File: src/rtl/pkt_fifo_pkg.sv
// Shared types and helpers for the packet FIFO.
// pkt_entry_t is sized for the widest supported payload; narrower builds use the low data bits.
package pkt_fifo_pkg;

  localparam int PKT_MAX_DATA_WIDTH = 64;

  typedef struct packed {
    logic                          last;
    logic [PKT_MAX_DATA_WIDTH-1:0] data;
  } pkt_entry_t;

  function automatic int ptr_width(input int depth);
    return $clog2(depth);
  endfunction

endpackage

File: src/rtl/pkt_fifo_ram.sv
// Packet FIFO storage: one synchronous write port, one asynchronous read port.
// Contents are deliberately left unreset.
module pkt_fifo_ram #(
  parameter int WIDTH = 9,
  parameter int DEPTH = 64,
  parameter int AW    = 6
) (
  input  logic             clk,
  input  logic             i_wr_en,
  input  logic [AW-1:0]    i_wr_addr,
  input  logic [WIDTH-1:0] i_wr_data,
  input  logic [AW-1:0]    i_rd_addr,
  output logic [WIDTH-1:0] o_rd_data
);

  logic [WIDTH-1:0] r_mem [DEPTH];

  always_ff @(posedge clk) begin
    if (i_wr_en) begin
      r_mem[i_wr_addr] <= i_wr_data;
    end
  end

  assign o_rd_data = r_mem[i_rd_addr];

endmodule

File: src/rtl/pkt_fifo.sv
// Packet FIFO with first-word fall-through output and a count of complete frames held.
// Define PKT_FIFO_DROP_EN for store-and-forward with bad/oversize frame drop; default is cut-through.
module pkt_fifo
  import pkt_fifo_pkg::*;
#(
  parameter int  DATA_WIDTH = 8,
  parameter int  DEPTH      = 64,
  parameter int  AF_LEVEL   = DEPTH - 8,
  localparam int PTR_WIDTH  = ptr_width(DEPTH)
) (
  input  logic                  clk,
  input  logic                  rst,
  input  logic                  in_valid,
  input  logic [DATA_WIDTH-1:0] in_data,
  input  logic                  in_last,
  input  logic                  in_bad,
  output logic                  in_ready,
  output logic                  out_valid,
  output logic [DATA_WIDTH-1:0] out_data,
  output logic                  out_last,
  input  logic                  out_ready,
  output logic [PTR_WIDTH:0]    level,
  output logic [PTR_WIDTH:0]    frame_count,
  output logic                  almost_full,
  output logic                  drop_pulse
);

  localparam logic [PTR_WIDTH:0] FULL_FILL = (PTR_WIDTH+1)'(DEPTH);
  localparam logic [PTR_WIDTH:0] AF_FILL   = (PTR_WIDTH+1)'(AF_LEVEL);
  localparam logic [PTR_WIDTH:0] ONE       = (PTR_WIDTH+1)'(1);

  logic [PTR_WIDTH:0]  r_wr_ptr;
  logic [PTR_WIDTH:0]  r_rd_ptr;
  logic [PTR_WIDTH:0]  r_frame_count;
  logic [PTR_WIDTH:0]  w_commit_ptr;
  logic [PTR_WIDTH:0]  w_fill;
  logic                w_full;
  logic                w_accept;
  logic                w_rd_fire;
  logic                w_wr_en;
  logic                w_frame_inc;
  logic                w_frame_dec;
  logic [DATA_WIDTH:0] w_rd_word;
  pkt_entry_t          w_rd_entry;
  logic                w_unused;

  assign w_fill      = r_wr_ptr - r_rd_ptr;
  assign w_full      = (w_fill == FULL_FILL);
  assign w_accept    = in_valid && in_ready;
  assign w_rd_fire   = out_valid && out_ready;
  assign w_frame_dec = w_rd_fire && out_last;

  assign out_valid   = (r_rd_ptr != w_commit_ptr);
  assign level       = w_fill;
  assign almost_full = (w_fill >= AF_FILL);
  assign frame_count = r_frame_count;

`ifdef PKT_FIFO_DROP_EN
  logic [PTR_WIDTH:0] r_commit_ptr;
  logic               r_oversize;
  logic               r_drop_pulse;
  logic               w_discard;

  // A full FIFO with nothing committed holds one frame too large to ever fit: swallow the rest of it.
  assign w_discard    = r_oversize || (w_full && (r_commit_ptr == r_rd_ptr));
  assign in_ready     = !w_full || w_discard;
  assign w_wr_en      = w_accept && !w_discard && !(in_last && in_bad);
  assign w_frame_inc  = w_wr_en && in_last;
  assign w_commit_ptr = r_commit_ptr;
  assign drop_pulse   = r_drop_pulse;
  assign w_unused     = ^w_rd_entry.data;

  always_ff @(posedge clk) begin
    if (rst) begin
      r_wr_ptr     <= '0;
      r_commit_ptr <= '0;
      r_oversize   <= 1'b0;
      r_drop_pulse <= 1'b0;
    end else begin
      r_drop_pulse <= 1'b0;
      if (w_accept) begin
        if (w_discard || (in_last && in_bad)) begin
          if (in_last) begin
            r_wr_ptr     <= r_commit_ptr;
            r_drop_pulse <= 1'b1;
            r_oversize   <= 1'b0;
          end else begin
            r_oversize   <= 1'b1;
          end
        end else begin
          r_wr_ptr <= r_wr_ptr + ONE;
          if (in_last) begin
            r_commit_ptr <= r_wr_ptr + ONE;
          end
        end
      end
    end
  end
`else
  assign in_ready     = !w_full;
  assign w_wr_en      = w_accept;
  assign w_frame_inc  = w_accept && in_last;
  assign w_commit_ptr = r_wr_ptr;
  assign drop_pulse   = 1'b0;
  assign w_unused     = ^{w_rd_entry.data, in_bad};

  always_ff @(posedge clk) begin
    if (rst) begin
      r_wr_ptr <= '0;
    end else if (w_accept) begin
      r_wr_ptr <= r_wr_ptr + ONE;
    end
  end
`endif

  always_ff @(posedge clk) begin
    if (rst) begin
      r_rd_ptr      <= '0;
      r_frame_count <= '0;
    end else begin
      if (w_rd_fire) begin
        r_rd_ptr <= r_rd_ptr + ONE;
      end
      case ({w_frame_inc, w_frame_dec})
        2'b10:   r_frame_count <= r_frame_count + ONE;
        2'b01:   r_frame_count <= r_frame_count - ONE;
        default: r_frame_count <= r_frame_count;
      endcase
    end
  end

  pkt_fifo_ram #(
    .WIDTH (DATA_WIDTH + 1),
    .DEPTH (DEPTH),
    .AW    (PTR_WIDTH)
  ) u_ram (
    .clk       (clk),
    .i_wr_en   (w_wr_en),
    .i_wr_addr (r_wr_ptr[PTR_WIDTH-1:0]),
    .i_wr_data ({in_last, in_data}),
    .i_rd_addr (r_rd_ptr[PTR_WIDTH-1:0]),
    .o_rd_data (w_rd_word)
  );

  always_comb begin
    w_rd_entry                      = '0;
    w_rd_entry.last                 = w_rd_word[DATA_WIDTH];
    w_rd_entry.data[DATA_WIDTH-1:0] = w_rd_word[DATA_WIDTH-1:0];
  end

  assign out_data = w_rd_entry.data[DATA_WIDTH-1:0];
  assign out_last = w_rd_entry.last;

endmodule

File: config.mk
export PLATFORM = sky130hd
export DESIGN_NAME = pkt_fifo
export DESIGN_NICKNAME = d
export VERILOG_FILES = /design/src/rtl/pkt_fifo_pkg.sv /design/src/rtl/pkt_fifo_ram.sv /design/src/rtl/pkt_fifo.sv
export SDC_FILE = /design/constraint.sdc
export NUM_CORES = 1
export LEC_CHECK = 0
export CORE_MARGIN = 5
export CORE_UTILIZATION = 62
export CTS_CLUSTER_DIAMETER = 50
export DETAILED_ROUTE_END_ITERATION = 16
export HOLD_SLACK_MARGIN = 0.02
export MAX_ROUTING_LAYER = met4
export PLACE_DENSITY = 0.88
export SKIP_LAST_GASP = 1
export SYNTH_ARGS = -nofsm -noshare
export SYNTH_HDL_FRONTEND = slang
export SYNTH_SLANG_ARGS = --single-unit
export TNS_END_PERCENT = 20
File: constraint.sdc
create_clock -name clk -period 5.2 [get_ports clk]
set_input_delay 1.04 -clock clk [delete_from_list [all_inputs] [get_ports clk]]
set_output_delay 1.04 -clock clk [all_outputs]
set_load 0.02 [all_outputs]
==> out/metrics.cfg, run 1 <==
[run_status]
run_status=complete, no violations

[synthesis]
synth_top_flop_cell=edfxtp_1
synthXorXnorAreaFrac_pct=0.404
yosys-top-cells-count=edfxtp_1, mux4_2, nor2_1
synth_top_family_by_area=multiplexers
synth_mux_area_share_pct=17.6
synthesis.area_um2=23900
ys_ff_latch=603
synth_async_sr_flop_share_pct=0
synth_cell_types=50
synth-simple-area-share_pct=3.41
synth_compound_area_share_pct=1.61
seq_area_frac_synth_pct=74.7
synth_area_per_cell_um2=21.1
synth_area_leader_cell=edfxtp_1
synth_edf_count=576
synth_top_area_share_pct=72.5
synth_most_common_cell=edfxtp_1
synthAdderAreaFrac_pct=0.901
synth_nets=1162
yosys_warnings=0
synthCells=1132
synthTopCellsByArea=edfxtp_1, mux4_2, dfxtp_1

[drt]
drt_pass1_iterations=5
post_drt_wl_per_cell_um=32.1
routed_via_density=6.92
drt_wl_total_um=57200
drt_iter0_markers=1690
drc=0
dr_total_vias=12339
ant_nets=0

[critical_path]
worstPathRequired_ps=4160
crit_cells=7
path_class=reg2out
rrSetupSlack_ps=280
path_delay_family=buffers and inverters
rr_startpoint=r_wr_ptr[5]
worstPathCellList=buf_4 -> buf_4 -> mux4_2 -> mux4_2 -> o22ai_1 -> nor2_1 -> clkdlybuf4s50_1
critPathBufInv=3
arrival_ps=4110
reg2reg_depth=15
cp_max_fo=20
endpoint_kind=output pin
reg2reg_to=frame_count[6]
crit_end=out_data[5]
cpPeakStageDelay_ps=650
cpMaxStageDelayCell=dfxtp_4
start_kind=register

[timing]
tightest_slew_ps=1330
min_period_ps=5150
final_max_slew_viol_count=0
fmax_mhz=194
max_slew_margin_pct=11.3
hold_viol_final=0
setup_slack_ps=48.1
skew_ps=33.7
period_share_pct=99.1
rsz0062_at_grt=true
finalSetupViolations=0
tns_ps=0

[layout]
stdcell_count=1783
area_delta_synth_final_pct=12.6
final_nets=1257
post-route-util_pct=71.0
drive_gt1_share_pct=26.2

[global_routing]
grt_usage_pct=28.7
grt_pass1_vias=12578
antenna_found_initial=0
grt_start_max_net_pins=65
grt_pass1_wl_um=84700
overflow=0

[die]
die_h_um=206
pin_count=41
rows=71
die_w_um=206
initial_core_util_pct=63.1
dieArea_um2=42500
floorplan.core_area_um2=37800

[clocking]
htree_levels=2
cts_made_buffers=58
clock_latency_ps=610
tritoncts=done
cts-root-buf=clkbuf_16
clkSinkCount=603
cts_setup_buffers=0
clk_path_buf_depth=3
clkSlewWorstSetupHoldPaths_ps=60

[place]
place_congestion=0.866
dpl.cell_count=1678
numPortBuffers=38
place_ws_ps=323
dp.final_hpwl_um=31300

[pwr]
powerDensity_nw_per_um2=449
power_leakage_nw=8.33
power.total_w=0.0121
ir_drop_mv=0.485

[hold_path]
hold_path.class=reg2reg

[flow_run]
cap_violations=0

## worst reg2reg max path, delay by kind of cell, from the launching register on
| family | cells | cell delay [ps] |
|---|---|---|
| AOI/OAI and AO/OA | 6 | 1620 |
| adders and majority gates | 3 | 1070 |
| and+or+nand+nor | 5 | 1060 |
| DFF | 1 | 720 |
| muxes | 1 | 330 |
## how the worst min path moves through the flow
stage / start / endpoint / slack, ps / cells past startpoint
after detailed placement: r_rd_ptr[3] / register / 500 / 2
after global routing: r_rd_ptr[6] / r_rd_ptr[6] / 550 / 2
after floorplan: r_rd_ptr[3] / register / 470 / 2
final: r_rd_ptr[3] / register / 530 / 2
after CTS: r_rd_ptr[3] / register / 520 / 2
after global placement: r_rd_ptr[3] / r_rd_ptr[3] / 500 / 2
## registers in the layout, summed over array words and instances (netlist names), named ones only
register / count
u_ram.r_mem: 576
frame_count: 7
r_rd_ptr: 7
r_wr_ptr: 7
## final cells by class
| cell class | instances | area [um^2] |
|---|---|---|
| Antenna cell | 2 | 5.00 |
| Clock buffer | 75 | 1540 |
| Clock inverter | 28 | 315 |
| Fill cell | 2122 | 11000 |
| Inverter | 18 | 67.6 |
| Multi-Input combinational cell | 454 | 5720 |
| Sequential cell | 603 | 17800 |
| Tap cell | 511 | 639 |
| Timing Repair Buffer | 92 | 757 |
## cells by family (layout without fill, tap and decap cells)
group           count (synthesis)  count (layout)
simple gates                  171             171
buf+inv                        75             213
other cells                     1               3
mux                           197             197
compound gates                 58              58
xor+xnor                       11              11
fa+ha+maj                      16              16
flops                         603             603
## per-stage QoR
stage / cell area (um^2) / hold WS (ps)
global placement: 25000 / 495
floorplan: 23900 / 472
detailed placement: 25000 / 504
finish: 26900 / 526
CTS: 26900 / 519
global route: 26900 / 552
## layer usage
metal	global-route usage, %	wire length, um
met1	38.4	20300
met3	6.12	6200
met2	45.4	28400
met4	9.70	2260
met5	-	0
## layout by cell type, fill, tap and decap left out, drive strengths merged, types with 5 or more instances in the layout
master         instances
bufinv                 6
nor3                  37
mux4                 177
nor2                  71
o21ai                  7
mux2i                 11
edfxtp               576
clkinv                16
or3                    5
a21oi                 13
buf                   63
inv                   23
mux2                   9
xnor2                  6
nand2                 16
xor2                   5
dfxtp                 27
clkbuf                75
nand2b                 6
ha                    14
nor2b                 11
o22ai                 16
clkdlybuf4s50         29
nand3                  8
## repair_timing
item	CTS	global route
endpoints found under the hold margin	0	0
hold buffers	0	0
gates resized for setup	1	1
pin swaps	0	0
setup endpoints to repair	3	4
## report_power, final
| group | leakage [nW] | internal (W) | switching (W) |
|---|---|---|---|
| sequential | 5.40 | 0.00538 | 0.0000984 |
| combinational | 2.04 | 0.00117 | 0.00127 |
| clock | 0.896 | 0.00239 | 0.00178 |
| total | 8.33 | 0.00893 | 0.00314 |
Note: power is estimated with default switching activity, not from simulation.
==> run 2: changes to the inputs <==
--- a/config.mk
+++ b/config.mk
@@ -13,6 +13,7 @@
 export MAX_ROUTING_LAYER = met4
 export PLACE_DENSITY = 0.88
 export SKIP_LAST_GASP = 1
+export SLEW_MARGIN = 20
 export SYNTH_ARGS = -nofsm -noshare
 export SYNTH_HDL_FRONTEND = slang
 export SYNTH_SLANG_ARGS = --single-unit
==> run 2 against run 1 <==
Against the previous run: first-iteration DRC count down 1.4%; setup slack worse by 5.3 ps; core utilization about the same; fmax down 0.10%; global-route usage unchanged; total power about the same; die area unchanged; cell area about the same; clock-buffer cell count unchanged; register-to-register slack about the same; via count up 0.45%; largest cell class unchanged.
==> out/metrics.cfg, run 2 (synthesis results as in run 1) <==
[drt]
drc=0  ; unchanged
dr_total_vias=12394  ; +0.45%
routed_via_density=6.96  ; +0.50%
post_drt_wl_per_cell_um=32.1  ; about the same
ant_nets=0  ; unchanged
drt_iter0_markers=1666  ; -1.4%
drt_pass1_iterations=5  ; unchanged
drt_wl_total_um=57100  ; -0.12%

[global_routing]
antenna_found_initial=0  ; unchanged
overflow=0  ; unchanged
grt_pass1_wl_um=84700  ; unchanged
grt_start_max_net_pins=65  ; unchanged
grt_usage_pct=28.7  ; unchanged
grt_pass1_vias=12578  ; unchanged

[layout]
seqCellArea_um2=17800  ; unchanged
top_register=u_ram.r_mem
final_nets=1257  ; unchanged
stdcell_count=1782  ; -0.056%
layout.cells.most_common=edfxtp_1
mostFrequentLayoutCells=edfxtp_1, mux4_2, nor2_1
area_delta_synth_final_pct=12.7  ; about the same
nFillCells=2117  ; -0.24%
multiInputGateArea_um2=5720  ; unchanged
largest_reg_flops=576  ; unchanged
drive_gt1_share_pct=26.2  ; unchanged

[clocking]
cts_made_buffers=58  ; unchanged
hold_buffers=0  ; unchanged
tritoncts=done
htree_levels=2  ; unchanged
clkSinkCount=603  ; unchanged
cts_setup_buffers=0  ; unchanged
clock_latency_ps=610  ; about the same
clk_path_buf_depth=3  ; unchanged
clkSlewWorstSetupHoldPaths_ps=60  ; about the same
cts-root-buf=clkbuf_16

[flow_run]
cap_violations=0  ; unchanged

[timing]
period_share_pct=99.2  ; +0.10 points
skew_ps=32.2  ; -1.57 ps
hold_viol_final=0  ; unchanged
tns_ps=0  ; unchanged
min_period_ps=5160  ; +5.33 ps
tightest_slew_ps=1140  ; -189 ps
rsz0062_at_grt=true
finalSetupViolations=0  ; unchanged
max_slew_margin_pct=23.6  ; +12 points
fmax_mhz=194  ; -0.10%
final_max_slew_viol_count=0  ; unchanged
whs_ps=527  ; +1.31 ps

[critical_path]
rrSetupSlack_ps=270  ; about the same
endpoint_kind=output pin
cp_max_fo=20  ; unchanged
cpMaxStageDelayCell=dfxtp_4
cpPeakStageDelay_ps=640  ; about the same
rr_startpoint=r_wr_ptr[5]
critPathBufInv=3  ; unchanged
path_delay_family=buffers and inverters
start_kind=register
worstPathCellList=buf_4 -> buf_4 -> mux4_2 -> mux4_2 -> o22ai_1 -> nor2_1 -> clkdlybuf4s50_1
reg2reg_to=frame_count[6]
path_class=reg2out
worstPathRequired_ps=4160  ; about the same
crit_cells=7  ; unchanged
reg2reg_depth=15  ; unchanged
arrival_ps=4120  ; about the same
crit_end=out_data[5]

[place]
place_congestion=0.866  ; unchanged
dpl.cell_count=1678  ; unchanged
numPortBuffers=38  ; unchanged
dp.final_hpwl_um=31300  ; unchanged

[pwr]
power.total_w=0.0121  ; about the same
powerDensity_nw_per_um2=449  ; about the same
ir_drop_mv=0.484  ; -0.29%
power_leakage_nw=8.34  ; about the same

[die]
rows=71  ; unchanged
pin_count=41  ; unchanged
initial_core_util_pct=63.1  ; unchanged
die_w_um=206  ; unchanged
dieArea_um2=42500  ; unchanged
floorplan.core_area_um2=37800  ; unchanged
die_h_um=206  ; unchanged

[run_status]
run_status=complete, no violations

[hold_path]
hold_path.class=reg2reg

## run 2: cell count changes in the layout (fill, tap and decap cells not counted), sizes merged
cell,change
diode,-1
## run 2: worst min-delay path by stage
stage,slack [ps],start,end,cells past startpoint
final,530,r_rd_ptr[3],register,2
after global routing,550,r_rd_ptr[6],r_rd_ptr[6],2
after CTS,520,r_rd_ptr[3],register,2
after detailed placement,500,r_rd_ptr[3],register,2
after global placement,500,r_rd_ptr[3],r_rd_ptr[3],2
after floorplan,470,r_rd_ptr[3],register,2
## run 2: layout make-up
cell class	instances	share of cell area, %
Clock buffer	75	5.71
Clock inverter	28	1.17
Antenna cell	1	0.00930
Tap cell	511	2.38
Multi-Input combinational cell	454	21.2
Sequential cell	603	66.3
Inverter	18	0.251
Timing Repair Buffer	92	2.89
## run 2: stage by stage
step,util (%),area (um^2),setup slack [ps]
after CTS,71.0,26900,5.88
after global routing,71.1,26900,-72.4
final,71.1,26900,42.7
after global placement,66.1,25000,494
after detailed placement,66.1,25000,323
after floorplan,-,23900,704
## run 2: routing by layer
layer | GRT usage [%] | routed length, um | up-vias
met1 | 38.4 | 20600 | 6383
met2 | 45.4 | 28700 | 961
met4 | 9.70 | 2070 | 0
met5 | - | 0 | -
li1 | - | - | 4905
met3 | 6.12 | 5710 | 145
## run 2: worst min-delay path, delay by kind of cell, from the launching register on
| kind | cells | cell delay [ps] |
|---|---|---|
| AOI/OAI and AO/OA | 2 | 140 |
| DFF | 1 | 330 |
## run 2: what timing repair did
action | 4_1_cts | 5_1_grt
endpoints found under the setup margin | 3 | 4
gates resized for setup | 1 | 1
cloned | 0 | 0
## run 2: power by group
group	internal, W	switching, W
clock network	0.00239	0.00178
registers	0.00538	0.0000984
logic	0.00117	0.00126
